<file path="config.mk">
export PLATFORM = sky130hd
export DESIGN_NAME = if_sdp_ram_clr
export DESIGN_NICKNAME = d
export VERILOG_FILES = /design/src/rtl/if_sdp_ram_pkg.sv /design/src/rtl/if_sdp_ram_core.sv /design/src/rtl/if_sdp_ram_clr.sv
export SDC_FILE = /design/constraint.sdc
export NUM_CORES = 1
export LEC_CHECK = 0
export CORE_MARGIN = 4
export CORE_UTILIZATION = 50
export CTS_CLUSTER_DIAMETER = 50
export DETAILED_ROUTE_END_ITERATION = 7
export GPL_ROUTABILITY_DRIVEN = 0
export PLACE_DENSITY_LB_ADDON = 0.08
export SLEW_MARGIN = 10
export SYNTH_ARGS = -nofsm -noshare
export SYNTH_HDL_FRONTEND = slang
export SYNTH_SLANG_ARGS = --single-unit
</file>
<file path="constraint.sdc">
create_clock -name Ck -period 4.1 [get_ports Ck]
set_clock_uncertainty 0.15 [all_clocks]
set_input_delay 0.41 -clock Ck [delete_from_list [all_inputs] [get_ports Ck]]
set_output_delay 0.41 -clock Ck [all_outputs]
set_load 0.02 [all_outputs]
</file>
<file path="src/rtl/if_sdp_ram_pkg.sv">
// Shared types and helpers for the single-clock SDP RAM with hardware clear.
// Optional feature: IF_SDP_RAM_BYP_EN selects write-first collision handling.
package if_sdp_ram_pkg;

    // Clear FSM: sweep zeros through the array, then run normally.
    typedef enum logic {
        ST_CLR = 1'b0,
        ST_RUN = 1'b1
    } state_t;

    // Number of byte lanes in one data word.
    function automatic int NB(input int dw, input int bw);
        return dw / bw;
    endfunction

    // True when the data word splits into whole lanes.
    function automatic bit lanes_fit(input int dw, input int bw);
        return (bw > 0) && ((dw % bw) == 0);
    endfunction

endpackage

</file>
<file path="src/rtl/if_sdp_ram_core.sv">
// Bare block-RAM array: per-lane write port and a registered read port.
// Kept free of bypass/mux logic so it maps onto a block RAM primitive.
module if_sdp_ram_core
    import if_sdp_ram_pkg::*;
#(
    parameter int AW = 4,
    parameter int DW = 8,
    parameter int BW = 8
) (
    input  logic                   clk,
    input  logic                   rst,
    input  logic                   we,
    input  logic [NB(DW, BW)-1:0]  be,
    input  logic [AW-1:0]          wa,
    input  logic [DW-1:0]          wd,
    input  logic                   re,
    input  logic [AW-1:0]          ra,
    output logic [DW-1:0]          rd_p0
);

    localparam int LANES = NB(DW, BW);
    localparam int DEPTH = 2 ** AW;

    (* syn_ramstyle = "block_ram" *) logic [DW-1:0] mem [DEPTH];

    // Per-lane write: only enabled lanes of the addressed word change.
    always_ff @(posedge clk) begin
        for (int i = 0; i < LANES; i++) begin
            if (we && be[i]) begin
                mem[wa][i*BW +: BW] <= wd[i*BW +: BW];
            end
        end
    end

    // First read register; read-first against a same-edge write, holds between reads.
    always_ff @(posedge clk) begin
        if (rst) begin
            rd_p0 <= '0;
        end else if (re) begin
            rd_p0 <= mem[ra];
        end
    end

endmodule

</file>
<file path="src/rtl/if_sdp_ram_clr.sv">
// Single-clock SDP RAM with byte enables, 1/2-cycle read pipeline and a
// zero-sweep of the whole array after every reset.
// Optional feature: IF_SDP_RAM_BYP_EN -> same-address collisions are write-first
// (forwarding register + per-lane mux); undefined -> read-first, pure BRAM.
module if_sdp_ram_clr
    import if_sdp_ram_pkg::*;
#(
    parameter int    AW  = 4,
    parameter int    DW  = 8,
    parameter int    BW  = 8,
    parameter string OR  = "TRUE",
    parameter string CLR = "TRUE"
) (
    input  logic                   Ck,
    input  logic                   Rst,
    output logic                   Busy,
    input  logic                   A_CE,
    input  logic                   A_WE,
    input  logic [NB(DW, BW)-1:0]  A_BE,
    input  logic [AW-1:0]          A_Ad,
    input  logic [DW-1:0]          A_WD,
    input  logic                   B_CE,
    input  logic [AW-1:0]          B_Ad,
    output logic [DW-1:0]          B_RD,
    output logic                   B_RV
);

    localparam int             LANES   = NB(DW, BW);
    localparam bit             CLR_EN  = (CLR == "TRUE");
    localparam bit             OUT_REG = (OR == "TRUE");
    localparam logic [AW-1:0]  CP_LAST = '1;

    if (!lanes_fit(DW, BW)) begin : g_lane_chk
        $error("if_sdp_ram_clr: DW must be a whole multiple of BW");
    end

    state_t            state, state_nx;
    logic [AW-1:0]     cp, cp_nx;
    logic              wr_acc, rd_acc;
    logic              mem_we;
    logic [LANES-1:0]  mem_be;
    logic [AW-1:0]     mem_wa;
    logic [DW-1:0]     mem_wd;
    logic [DW-1:0]     core_rd_p0;
    logic [DW-1:0]     data_p0;
    logic              vld_p0;

    // Clear FSM state and sweep pointer.
    always_ff @(posedge Ck) begin
        if (Rst) begin
            state <= CLR_EN ? ST_CLR : ST_RUN;
            cp    <= '0;
        end else begin
            state <= state_nx;
            cp    <= cp_nx;
        end
    end

    // Sweep advances one address per cycle and stops on the last one (no wrap).
    always_comb begin
        state_nx = state;
        cp_nx    = cp;
        case (state)
            ST_CLR: begin
                if (cp == CP_LAST) begin
                    state_nx = ST_RUN;
                end else begin
                    cp_nx = cp + 1'b1;
                end
            end
            ST_RUN:  state_nx = ST_RUN;
            default: state_nx = ST_RUN;
        endcase
    end

    assign Busy = (state == ST_CLR);

    // Port muxing: the sweep owns the write port while busy, user ports are dropped.
    assign wr_acc = !Rst && !Busy && A_CE && A_WE;
    assign rd_acc = !Rst && !Busy && B_CE;
    assign mem_we = (!Rst && Busy) || wr_acc;
    assign mem_be = Busy ? '1 : A_BE;
    assign mem_wa = Busy ? cp : A_Ad;
    assign mem_wd = Busy ? '0 : A_WD;

    if_sdp_ram_core #(
        .AW (AW),
        .DW (DW),
        .BW (BW)
    ) u_core (
        .clk   (Ck),
        .rst   (Rst),
        .we    (mem_we),
        .be    (mem_be),
        .wa    (mem_wa),
        .wd    (mem_wd),
        .re    (rd_acc),
        .ra    (B_Ad),
        .rd_p0 (core_rd_p0)
    );

    // ---- stage p0: array read register, valid travels alongside ----
    always_ff @(posedge Ck) begin
        if (Rst) begin
            vld_p0 <= 1'b0;
        end else begin
            vld_p0 <= rd_acc;
        end
    end

`ifdef IF_SDP_RAM_BYP_EN
    logic              hit_p0;
    logic [LANES-1:0]  byp_be_p0;
    logic [DW-1:0]     byp_wd_p0;

    // Capture the colliding write alongside each read so its lanes can override.
    always_ff @(posedge Ck) begin
        if (Rst) begin
            hit_p0    <= 1'b0;
            byp_be_p0 <= '0;
            byp_wd_p0 <= '0;
        end else if (rd_acc) begin
            hit_p0    <= wr_acc && (A_Ad == B_Ad);
            byp_be_p0 <= A_BE;
            byp_wd_p0 <= A_WD;
        end
    end

    // Per-lane forwarding mux turns the read-first array result into write-first.
    always_comb begin
        data_p0 = core_rd_p0;
        for (int i = 0; i < LANES; i++) begin
            if (hit_p0 && byp_be_p0[i]) begin
                data_p0[i*BW +: BW] = byp_wd_p0[i*BW +: BW];
            end
        end
    end
`else
    assign data_p0 = core_rd_p0;
`endif

    if (OUT_REG) begin : g_oreg
        logic [DW-1:0] rd_p1;
        logic          vld_p1;

        // ---- stage p1: output register, loads only on valid so data holds ----
        always_ff @(posedge Ck) begin
            if (Rst) begin
                rd_p1  <= '0;
                vld_p1 <= 1'b0;
            end else begin
                vld_p1 <= vld_p0;
                if (vld_p0) begin
                    rd_p1 <= data_p0;
                end
            end
        end

        assign B_RD = rd_p1;
        assign B_RV = vld_p1;
    end else begin : g_noreg
        assign B_RD = data_p0;
        assign B_RV = vld_p0;
    end

endmodule

</file>
======== Word-level counts from Yosys, hierarchy flattened ========
Memory sizes are Yosys's and may differ from the RTL's. A register that Yosys moved wholly into a read port is not among the register bits.
Cells that the tools add are included.
cells by class
  add/subtract/negate cells ............... 1
  equality and inequality tests ........... 1
  mux-type cells .......................... 7
  bitwise logic cells ..................... 2
  reductions and logical operators ........ 9
operators by type and width
  cell                                                            number
  8-bit two-way mux                                               1
  1-bit logical AND                                               6
  4-bit by 1-bit adder with 4-bit output (second input constant)  1
  4-bit == test (second input constant)                           1
  1-bit two-way mux                                               4
  4-bit two-way mux                                               1
  1-bit inverter                                                  2
  1-bit one-hot mux with 2 select lines                           1
  2-bit AND reduction                                             1
  1-bit zero test                                                 1
  1-bit logical OR                                                1
word-level totals
  register bits ........................... 15
  memory bits (writable) .................. 128
  bits of input ports ..................... 22
  logic and storage cells ................. 26
  memories ................................ 1
memory list
  name        words  bits a word  read ports  clocked after Yosys merged registers in  write ports  RTL line               source
  u_core.mem  16     8            1           1                                        1            if_sdp_ram_core.sv:24  (* syn_ramstyle = "block_ram" *) logic [DW-1:0] mem [DEPTH];

======== Logic depth before layout (Yosys ltp) ========
Gate-level depths: netlist of the first run.
  depth in word-level cells ............... 8
  mapped depth ............................ 5
  mapped depth without buffers ............ 4

======== Cells and area by module ========
Synthesis of the first run repeated with hierarchy kept, for this count alone.
second synthesis, totals
  cells, all modules ...................... 388
  area, all modules ....................... 6047.0 um^2
modules (own cells, without submodules)
  module           times used  cells an instance  area an instance (um^2)  sequential area each (um^2)
  if_sdp_ram_core  1           318                5347.6                   4003.8
  if_sdp_ram_clr   1           70                 699.4                    300.3

======== Least setup slack after synthesis of the first run ========
Ideal clock, no wire load.
  path type ............................... reg-to-reg
  start point ............................. reg cp[2]
  end point ............................... mem u_core.mem[10][0] (enable)
  data arrival time ....................... 1.541 ns
  data required time ...................... 3.580 ns
  slack ................................... 2.038 ns
  cell stages (with the launch flop) ...... 5
  path buffers ............................ 1
  period minus slack after synthesis ...... 2.062 ns
  cell sequence ........................... dfxtp_1 > clkbuf_2 > or3b_1 > a221o_1 > nor2_1
between the ends
  cells in the longest elaborated chain, start to end .. 1
RTL lines
  item                    RTL line               source
  start, declared         if_sdp_ram_clr.sv:38   logic [AW-1:0] cp, cp_nx;
  start signal, assigned  if_sdp_ram_clr.sv:55   cp <= cp_nx;
  4-bit two-way mux       if_sdp_ram_clr.sv:83   assign mem_wa = Busy ? cp : A_Ad;
  end, declared           if_sdp_ram_core.sv:24
Every way passes these cells.

======== Worst setup path after layout of the first run ========
  start point ............................. reg state
  end point ............................... mem u_core.mem[0][0] (enable)
between the ends
  cells in the longest elaborated chain, start to end .. 7
  elaborated cells on any way between the ends .. 11
RTL lines
  item                                     RTL line               source
  start, declared                          if_sdp_ram_clr.sv:37   state_t state, state_nx;
  start signal, assigned                   if_sdp_ram_clr.sv:51   state <= CLR_EN ? ST_CLR : ST_RUN;
  start signal, assigned                   if_sdp_ram_clr.sv:54   state <= state_nx;
  1-bit logical AND (3 in a row)           if_sdp_ram_clr.sv:79   assign wr_acc = !Rst && !Busy && A_CE && A_WE;
  1-bit logical OR                         if_sdp_ram_clr.sv:81   assign mem_we = (!Rst && Busy) || wr_acc;
  1-bit logical AND                        if_sdp_ram_core.sv:29  if (we && be[i]) begin
  1-bit two-way mux                        if_sdp_ram_core.sv:29
  1-bit two-way mux (implied by the code)  if_sdp_ram_core.sv:30  mem[wa][i*BW +: BW] <= wd[i*BW +: BW];
Several ways; a longest one is shown, not always the timed one.

==> impl_metrics.json, run 1 <==
{
  "setup_ws_ps": 1318,
  "synth_ff_type": "edfxtp_1",
  "grt_max_degree": 35,
  "post-cts-setup-buffers": 0,
  "dp_slack_ps": 1301,
  "drive_gt1_share_pct": 17.17,
  "final.period_utilization_pct": 67.86,
  "area_growth_pct": 17.47,
  "fp.dieH_um": 116.8,
  "grt_pass1_vias": 3032,
  "clock_latency_ps": 410,
  "dp_hpwl_mm": 8.010,
  "crit_chain": "or3b_1, a221o_1, nor2_1",
  "synth_seq_cells": 151,
  "cellPowerDensity_nw_per_um2": 497.4,
  "grt_pass1_wl_mm": 19.00,
  "setup_viol": 0,
  "yosysUniqueCellTypes": 37,
  "seqCellArea_um2": 4304,
  "netlist_area_um2": 5917,
  "crit_arrival_ps": 2680,
  "yosysTopAreaCellShare_pct": 64.96,
  "min_from": "B_RD[0]",
  "clockBufferDepth": 2,
  "yosysTopAreaCell": "edfxtp_1",
  "slew_violations": 0,
  "vias_per_cell": 6.047,
  "core_area_um2": 11520,
  "drv_cap": 0,
  "route.detailed.drc": 0,
  "synth_warnings": 0,
  "synth-edff-count": 128,
  "critPathMaxFanout": 34,
  "dp_cells": 478,
  "async_reset_ff_share_pct": 0,
  "worstReg2RegStart": "state",
  "ios": 32,
  "min_to": "B_RD[0]",
  "numPortBuffers": 31,
  "status": "finished clean",
  "worst_setup_path_end_kind": "flip-flop",
  "drtIter0Drc": 283,
  "vias": 3084,
  "path_clk_slew_ps": 60,
  "fmax_ghz": 0.3594,
  "crit_path_start": "state",
  "routed_wl_mm": 12.28,
  "drtPass1Iterations": 5,
  "placedInstanceArea_um2": 6315,
  "period_needed_ps": 2782,
  "ctsHtreeMaxLevel": 4,
  "initial_core_util_pct": 51.38,
  "leakage_uw": 0.002313,
  "cts_resized": 0,
  "cp.required_ps": 4000,
  "yosysSeqAreaShare_pct": 72.74,
  "wl_per_cell_um": 24.08,
  "whs_path_depth": 2,
  "cts_buffers": 17,
  "grt.overflow.total": 0,
  "final-instance-count-excl-fill": 510,
  "multiInputGateArea_um2": 1500,
  "fillCellCount": 840,
  "relSlewSlack_pct": 25.87,
  "setup-tns-final_ps": 0,
  "antenna_left": 0,
  "hold_viol": 0,
  "r2r_slack_ps": 1320,
  "start_kind": "flip-flop",
  "ff2ff_path_depth": 3,
  "netlist_instances": 321,
  "cts_tree": "built",
  "antenna_found_initial": 0,
  "placementRows": 39,
  "crit_family": "simple AND/OR/NAND/NOR gates",
  "crit_type": "reg -> reg",
  "cts_sinks": 151,
  "crit_buf_inv": 0,
  "die_w_um": 116.8,
  "critical-path-slowest-cell": "dfxtp_1",
  "r2r_end": "u_core.mem[0][0]",
  "nNetsFinal": 377,
  "min_path_type": "reg -> reg",
  "syn-num-nets": 344,
  "tightest_slew_ps": 1112,
  "grt_use_total_pct": 19.91,
  "clock-root-buffer": "clkbuf_16",
  "ir_drop_mv": 0.2953,
  "cts_hold_buf": 0,
  "design_area_um2": 6950,
  "rsz0062_at_grt": "no",
  "max_stage_delay_ps": 880,
  "synthTopCellsByArea": "edfxtp_1 65%, mux4_2 11%, dfxtp_1 7.8%",
  "syn_avg_cell_area_um2": 18.43,
  "n_antenna_cell": 0,
  "die-area_um2": 13640
}
==> state kept, by name, summed over array words and instances, names as in the netlist <==
signal and flops:
B_RD 8, B_RV 1, cp 4, state 1
u_core.mem 128, u_core.rd_p0 8, vld_p0 1
==> power by group <==
part	total [µW]	switching [µW]	internal (µW)
Combinational	130	68.2	61.5
Clock	1660	576	1080
Sequential	1670	9.32	1660
==> cell usage after synthesis (7+ instances only) <==
cell      number
nor2_1        24
and2_1         8
a32oi_1        8
o211ai_1       8
mux2i_1       16
clkbuf_1       7
mux4_2        30
edfxtp_1     128
dfxtp_1       23
nand3_1       11
==> stage by stage <==
step           utilization [%]  hold slack [ps]  power, µW
2_1_floorplan                -            303.3       1782
3_3_place_gp             54.83            323.4       1833
3_5_place_dp             54.83            331.9       1835
4_1_cts                  60.35            348.0       3477
5_1_grt                  60.35            388.0       3570
6_report                 60.35            347.0       3457
==> layout make-up <==
| class | count | area share, % |
|---|---|---|
| clock inverter | 12 | 2.862 |
| timing repair buffer | 33 | 4.608 |
| multi-input combinational | 148 | 21.58 |
| clock buffer | 20 | 6.283 |
| tap | 143 | 2.574 |
| inverter | 3 | 0.1620 |
| sequential | 151 | 61.93 |
==> layer usage <==
metal / track usage (%) / up-vias / routed length (µm)
met5: 0 / - / 0
met4: 8.410 / 0 / 255
met3: 4.524 / 20 / 726
met2: 29.47 / 114 / 5730
met1: 28.79 / 1580 / 5569
li1: - / 1370 / -
==> how the worst max path moves through the flow <==
stage | endpoint | slack, ps | depth (start not counted)
floorplan | u_core.mem[10][0] | 2040 | 4
global placement | u_core.mem[12][0] | 1380 | 4
detailed placement | u_core.mem[12][1] | 1300 | 4
CTS | u_core.mem[0][0] | 1280 | 3
global route | u_core.mem[12][3] | 1060 | 3
finish | u_core.mem[0][0] | 1320 | 3
==> cells by family (layout without fill, tap and decap cells) <==
group | after synthesis | count (layout) | synth area share [%]
mux | 48 | 48 | 15.01
simple gates | 67 | 67 | 5.985
xor+xnor | 1 | 1 | 0.1480
flops | 151 | 151 | 72.74
compound gates | 31 | 31 | 3.997
buf+inv | 22 | 68 | 1.903
fa+ha+maj | 1 | 1 | 0.2114
==> layout by cell type (no fill, tap or decap), types with 4 or more instances in the layout <==
cell type        count
o211ai_1             8
dfxtp_1             23
bufinv_16            5
nand3_1             11
clkbuf_16           17
mux2i_1             16
clkdlybuf4s50_1     30
edfxtp_1           128
nand2_1              4
mux4_2              30
nor2_1              24
nor2b_1              5
a21oi_1              5
a32oi_1              8
and2_1               8
==> worst min-delay path: stages (launching register included) <==
cell     delay (ps)
dfxtp_1         320
mux2i_1          70
nor2_1           70
No activity file was read; power rests on OpenSTA's default activity.
==> run 2: changes to the inputs <==
==> constraint.sdc (replaced) <==
create_clock -name Ck -period 2.5 [get_ports Ck]
set_clock_uncertainty 0.15 [all_clocks]
set_input_delay 0.25 -clock Ck [delete_from_list [all_inputs] [get_ports Ck]]
set_output_delay 0.25 -clock Ck [all_outputs]
set_load 0.02 [all_outputs]
==> impl_metrics.json, run 2 (same netlist as run 1, synthesis figures left out) <==
{
  "status": "finished clean",
  "core_area_um2": 11520,
  "route.detailed.drc": 0,
  "routed_wl_mm": 12.83,
  "relSlewSlack_pct": 53.06,
  "drtPass1Iterations": 4,
  "largest-register": "u_core.mem",
  "die-area_um2": 13640,
  "min_path_type": "in -> reg",
  "grt_pass1_wl_mm": 19.14,
  "path_clk_slew_ps": 60,
  "grt.overflow.total": 0,
  "setup_ws_ps": 289.6,
  "worst_setup_path_end_kind": "output port",
  "setup_viol": 0,
  "grt_pass1_vias": 3173,
  "grt_max_degree": 33,
  "dp_hpwl_mm": 8.263,
  "wl_per_cell_um": 23.62,
  "die_w_um": 116.8,
  "clock-root-buffer": "clkbuf_16",
  "grtUsageMet2_pct": 32.12,
  "cts_sinks": 151,
  "clock_latency_ps": 420,
  "fp.dieH_um": 116.8,
  "initial_core_util_pct": 51.38,
  "start_kind": "flip-flop",
  "setup-tns-final_ps": 0,
  "final_common_cell": "edfxtp_1",
  "layout_common_cells": "128 x edfxtp_1, 34 x buf_4, 30 x mux4_2, 30 x clkdlybuf4s50_1, 24 x nor2_1",
  "nNetsFinal": 411,
  "crit_arrival_ps": 1810,
  "ir_drop_mv": 0.4337,
  "drtIter0Drc": 270,
  "ctsHtreeMaxLevel": 4,
  "drv_cap": 0,
  "crit_type": "reg -> out",
  "cts_hold_buf": 0,
  "vias": 3152,
  "clockBufferDepth": 2,
  "placementRows": 39,
  "antenna_left": 0,
  "dp_slack_ps": 142.6,
  "largest_reg_flops": 128,
  "post-cts-setup-buffers": 0,
  "vias_per_cell": 5.805,
  "use_met1_pct": 28.12,
  "ios": 32,
  "leakage_uw": 0.002440,
  "period_needed_ps": 2210,
  "grt_use_total_pct": 20.37,
  "critPathMaxFanout": 22,
  "numPortBuffers": 31,
  "cts_buffers": 17,
  "cp.required_ps": 2100,
  "utilization_pct": 61.85,
  "final.period_utilization_pct": 88.41,
  "rsz0062_at_grt": "no",
  "cts_tree": "built",
  "drive_gt1_share_pct": 24.75,
  "busiest_layer": "met2",
  "slew_violations": 0,
  "hold_viol": 0,
  "antenna_found_initial": 0,
  "cellPowerDensity_nw_per_um2": 737.5,
  "n_antenna_cell": 0,
  "cts_resized": 0,
  "area_growth_pct": 20.38,
  "tightest_slew_ps": 701.5,
  "gr-usage-met3_pct": 5.913,
  "power.total_uw": 5253,
  "fmax_ghz": 0.4524
}
## run 2: power breakdown
part	internal [µW]	total [µW]	switching, µW
clock network	1270	2280	1010
logic	120	236	116
registers	2730	2740	12.8
## run 2: critical path, stage by stage (launching register included)
cell and delay (ps):
dfxtp_1 450, buf_4 270, inv_1 110, clkdlybuf4s50_1 550
## run 2: worst paths after layout
path | cells after the start | end | slack [ps] | startpoint
max | 3 | Busy | 290 | state
min | 3 | vld_p0 | 300 | B_CE
max reg2reg | 3 | u_core.mem[7][4] | 310 | state
min reg2reg | 2 | B_RD[6] | 350 | B_RD[6]
## run 2: cell type report
class	instances	area [µm²]
clock buffers	18	429.2
clock inverters	13	98.84
fillers	860	4393
inverters	3	11.26
multi-input cells	148	1500
flip-flops and latches	151	4304
well taps	143	178.9
repair buffers	67	600.6
## run 2: metrics by stage
stage	instance area [µm²]	std cells	hold slack (ps)
final	7123	543	302.7
after global routing	7123	543	312.4
after CTS	7123	543	290.1
after detailed placement	6595	512	333.4
after global placement	6595	512	323.6
after floorplan	5917	321	235.7
## run 2: per-layer routing
layer | share of wire [%] | wire (µm) | up-vias
li1 | - | - | 1436
met4 | 1.3 | 165 | 0
met2 | 49 | 6283 | 75
met5 | 0 | 0 | -
met1 | 45 | 5727 | 1627
met3 | 5.1 | 653 | 14
==> variant 1, RTL diff (settings of run 2) <==
`AW` is set to 4 in 2 places; all go to 5.
--- a/src/rtl/if_sdp_ram_core.sv
+++ b/src/rtl/if_sdp_ram_core.sv
@@ -5,3 +5,3 @@
 #(
-    parameter int AW = 4,
+    parameter int AW = 5,
     parameter int DW = 8,
--- a/src/rtl/if_sdp_ram_clr.sv
+++ b/src/rtl/if_sdp_ram_clr.sv
@@ -7,3 +7,3 @@
 #(
-    parameter int    AW  = 4,
+    parameter int    AW  = 5,
     parameter int    DW  = 8,
Ports: changed (resized A_Ad and B_Ad); port bits go from 32 to 34. The function was not compared with the original's and may differ.
==> variant 1 against run 2 <==
- wire length grew 98%
- synthesized cell count grew 110%
- core utilization shrank 1.5 points
- maximum frequency shrank 2.4%
- count of clock-buffer cells in the layout grew 19
- sequential cell count rose by 129
- setup slack worse by 0.054 ns
- area after synthesis up 88%
- critical path depth did not move
- cell area up 85%
- total power increased by 86%
==> variant 1: results <==
[global_routing]
grt_max_degree = 44
grt_util_all_layers = 0.2064
grt_pass1_vias = 6255

[routing]
drt-initial-drc-count = 611
via_count = 6352
viasPerCell = 5.838
drt-pass1-iter-count = 5

[status]
status = finished clean

[pwr]
p_int_mw = 7.722
peakVddDrop_uv = 553.4

[layout]
nets = 811
largest_reg_flops = 256
drive_above_1_share = 0.1559
fillCellCount = 1650

[placed_design]
post-dp-hpwl_um = 16330
port-buffer-count = 33

[timing]
hold-worst-slack_ns = 0.3526
worstMarginPinSlew_ns = 0.4795

[min_path]
hold-path-cell-count = 2

[clock_tree]
clock_path_buffers = 3

[yosys]
netlist_top_cells_count = edfxtp_1 (256), mux2i_1 (139), a22oi_1 (64)
synth_edf_count = 256

[worst_setup_path]
cp.arrival_ns = 1.86
crit_path_max_fanout = 15

[floorplanning]
fp.dieArea_sq_um = 24680
[variant 1: per-layer routing]
layer	share of wire	global-route usage
met1	0.44	0.2926
met2	0.48	0.3412
met3	0.064	0.03574
met4	0.021	0.04302
met5	0	0
[variant 1: logic make-up after synthesis]
logic type	Yosys count	synth area share
AO/OA/AOI/OAI	113	0.06742
XOR/XNOR	3	0.002364
adder cells (fa/ha/maj)	2	0.002251
buffers and inverters	43	0.02093
flip-flops	280	0.7347
multiplexers	142	0.1282
AND/OR/NAND/NOR	107	0.04412
[variant 1: area by class of cell]
class	count	area, sq um	area share
Sequential cell	280	8168	0.6199
Multi-Input combinational cell	367	2724	0.2067
Timing Repair Buffer	103	957.2	0.07264
Clock buffer	37	819.5	0.06220
Tap cell	280	350.3	0.02659
Clock inverter	19	150.1	0.01139
Inverter	2	7.507	0.0005697
[variant 1: worst max path at each step]
| stage | depth (start not counted) | slack (ns) | to |
|---|---|---|---|
| finish | 3 | 0.24 | Busy |
| global route | 3 | 0.14 | Busy |
| CTS | 3 | 0.20 | Busy |
| detailed placement | 9 | -0.09 | u_core.rd_p0[3] |
| global placement | 9 | -0.06 | u_core.rd_p0[3] |
| floorplan | 5 | 0.31 | u_core.mem[18][0] |
[variant 1: metrics by stage]
stage	setup TNS, ns	utilization
2_1_floorplan	0	-
3_3_place_gp	-0.1746	0.5593
3_5_place_dp	-0.3083	0.5593
4_1_cts	0	0.6038
5_1_grt	0	0.6038
6_report	0	0.6038
[variant 1: power groups by stage]
stage / clock network [mW] / registers, mW / logic, mW
6_report: 4.24 / 5.08 / 0.435
5_1_grt: 4.54 / 5.08 / 0.462
4_1_cts: 4.33 / 5.08 / 0.434
3_5_place_dp: 0 / 5.18 / 0.433
3_3_place_gp: 0 / 5.18 / 0.429
2_1_floorplan: 0 / 5.18 / 0.260
[variant 1: worst max-delay path, cell delays in order, from the launching register on]
cell	delay, ns
dfxtp_1	0.47
buf_4	0.24
inv_2	0.06
clkdlybuf4s50_1	0.54
==> variant 2, RTL diff (settings of run 2) <==
Made on the original files. Add an input register stage for `A_CE`, `A_WE` and `B_CE`, cleared by the reset; this delays them by one clock. The other inputs are not delayed to match.
--- a/src/rtl/if_sdp_ram_clr.sv
+++ b/src/rtl/if_sdp_ram_clr.sv
@@ -31,2 +31,18 @@
     localparam logic [AW-1:0]  CP_LAST = '1;
+
+    logic A_CE_q;
+    logic A_WE_q;
+    logic B_CE_q;
+
+    always_ff @(posedge Ck) begin
+        if (Rst) begin
+            A_CE_q <= '0;
+            A_WE_q <= '0;
+            B_CE_q <= '0;
+        end else begin
+            A_CE_q <= A_CE;
+            A_WE_q <= A_WE;
+            B_CE_q <= B_CE;
+        end
+    end
 
@@ -78,4 +94,4 @@
     // Port muxing: the sweep owns the write port while busy, user ports are dropped.
-    assign wr_acc = !Rst && !Busy && A_CE && A_WE;
-    assign rd_acc = !Rst && !Busy && B_CE;
+    assign wr_acc = !Rst && !Busy && A_CE_q && A_WE_q;
+    assign rd_acc = !Rst && !Busy && B_CE_q;
     assign mem_we = (!Rst && Busy) || wr_acc;
Formal check against the unedited RTL: same outputs for any inputs over 10 cycles, from zero or initial values and one cycle with Rst high; that may be too few to reach the edited logic, so the function may still have changed.
==> variant 2 against run 2 <==
- area after synthesis increased by 1.3%
- count of clock-buffer cells in the layout increased by 7
- cell area increased by 1.8%
- first-iteration DRC count increased by 1.1%
- wire length decreased by 5.5%
- sequential share of layout area decreased by 0.27 points
- setup slack got worse by 0.082 ns
- sequential cell count increased by 3
- sequential power increased by 2%
- total power increased by 5.7%
- largest cell class unchanged
- largest power group unchanged
==> variant 2: results <==
[status]
status = finished clean

[clock_tree]
ctsRootBufferMaster = clkbuf_16
clkSlewWorstSetupHoldPaths_ns = 0.06
clock_path_buffers = 2
cts_setup_buffers = 0
cts_buffers = 17
clkLatencyLatePin_ns = 0.42
cts_resized = 0
h-tree-depth = 4

[layout]
nets = 417
instances_no_fill = 550
regMostFlops = u_core.mem
antenna_cells = 0
drive_above_1_share = 0.2408
largest_reg_flops = 128

[placed_design]
dp_slack_ns = 0.01495
post-dp-hpwl_um = 8101
place_area_sq_um = 6661
dp_cells = 518
port-buffer-count = 31

[global_routing]
grt_max_degree = 32
antenna_found_initial = 0
grt_pass1_vias = 3177
grt_pass1_wl_um = 18820
grt_util_all_layers = 0.1871

[routing]
drt-pass1-iter-count = 4
viasPerCell = 5.742
wl_per_cell_um = 22.04
drt-initial-drc-count = 273

[yosys]
ys_warn_count = 0
synth_edf_count = 128
ys_types = 37
synth_area_leaders = edfxtp_1 (64%), mux4_2 (11%), dfxtp_1 (8.7%)
synth_fp_nets = 350
syn_inst = 327
netlist_top_cells_count = edfxtp_1 (128), mux4_2 (30), dfxtp_1 (26)
seq_area_frac_synth = 0.7279
async_flop_share = 0

[pwr]
p_leak_nw = 2.506
peakVddDrop_uv = 416.2

[min_path]
hp-start = A_CE
hold_path_class = in -> reg

[timing]
worstMarginPinSlew_ns = 0.8208

[worst_setup_path]
critPathLaunch = cp[3]
crit_path_max_fanout = 9
variant 2: cell types whose count changed after synthesis, sizes merged:
cell	before	now
dfxtp	23	26
clkbuf	8	9
nor2b	5	8
buf	11	10
variant 2: cells by family after synthesis:
family	count (synthesis)	synth area share
flops	154	0.7279
xor+xnor	1	0.001461
simple gates	70	0.06219
buf+inv	22	0.01878
mux	48	0.1482
compound gates	31	0.03944
fa+ha+maj	1	0.002086
variant 2: path summary, 6_finish.rpt:
check / end / slack (ns) / cells after the start
hold reg to reg: vld_p0 / 0.32 / 2
setup / recovery: u_core.mem[4][0] / 0.21 / 3
setup reg to reg: u_core.mem[4][0] / 0.21 / 3
hold / removal: A_CE_q / 0.24 / 2
variant 2: per-layer routing:
metal | vias to the layer above | track usage | wire length, um
met5 | - | 0 | 0
met4 | 0 | 0.07473 | 145
met3 | 14 | 0.04325 | 648
met2 | 83 | 0.2796 | 5823
met1 | 1604 | 0.2695 | 5505
li1 | 1457 | - | -
variant 2: area by class of cell:
| class | instances | area [sq um] |
|---|---|---|
| flip-flops and latches | 154 | 4364 |
| clock buffers | 25 | 505.5 |
| fillers | 806 | 4310 |
| multi-input cells | 151 | 1519 |
| well taps | 143 | 178.9 |
| repair buffers | 67 | 588.1 |
| clock inverters | 7 | 87.58 |
| inverters | 3 | 11.26 |
variant 2: report_power, final:
group          internal [mW]  switching (mW)  leakage (nW)
registers               2.78          0.0139          1.45
clock network           1.60           0.933         0.293
logic                  0.120           0.114         0.762
total                   4.49            1.06          2.51
variant 2: worst max-delay path, cell delays in order (launching register included):
cell and delay (ns):
dfxtp_1 0.38, or3b_1 0.41, a221o_1 0.35, nor2_1 0.64
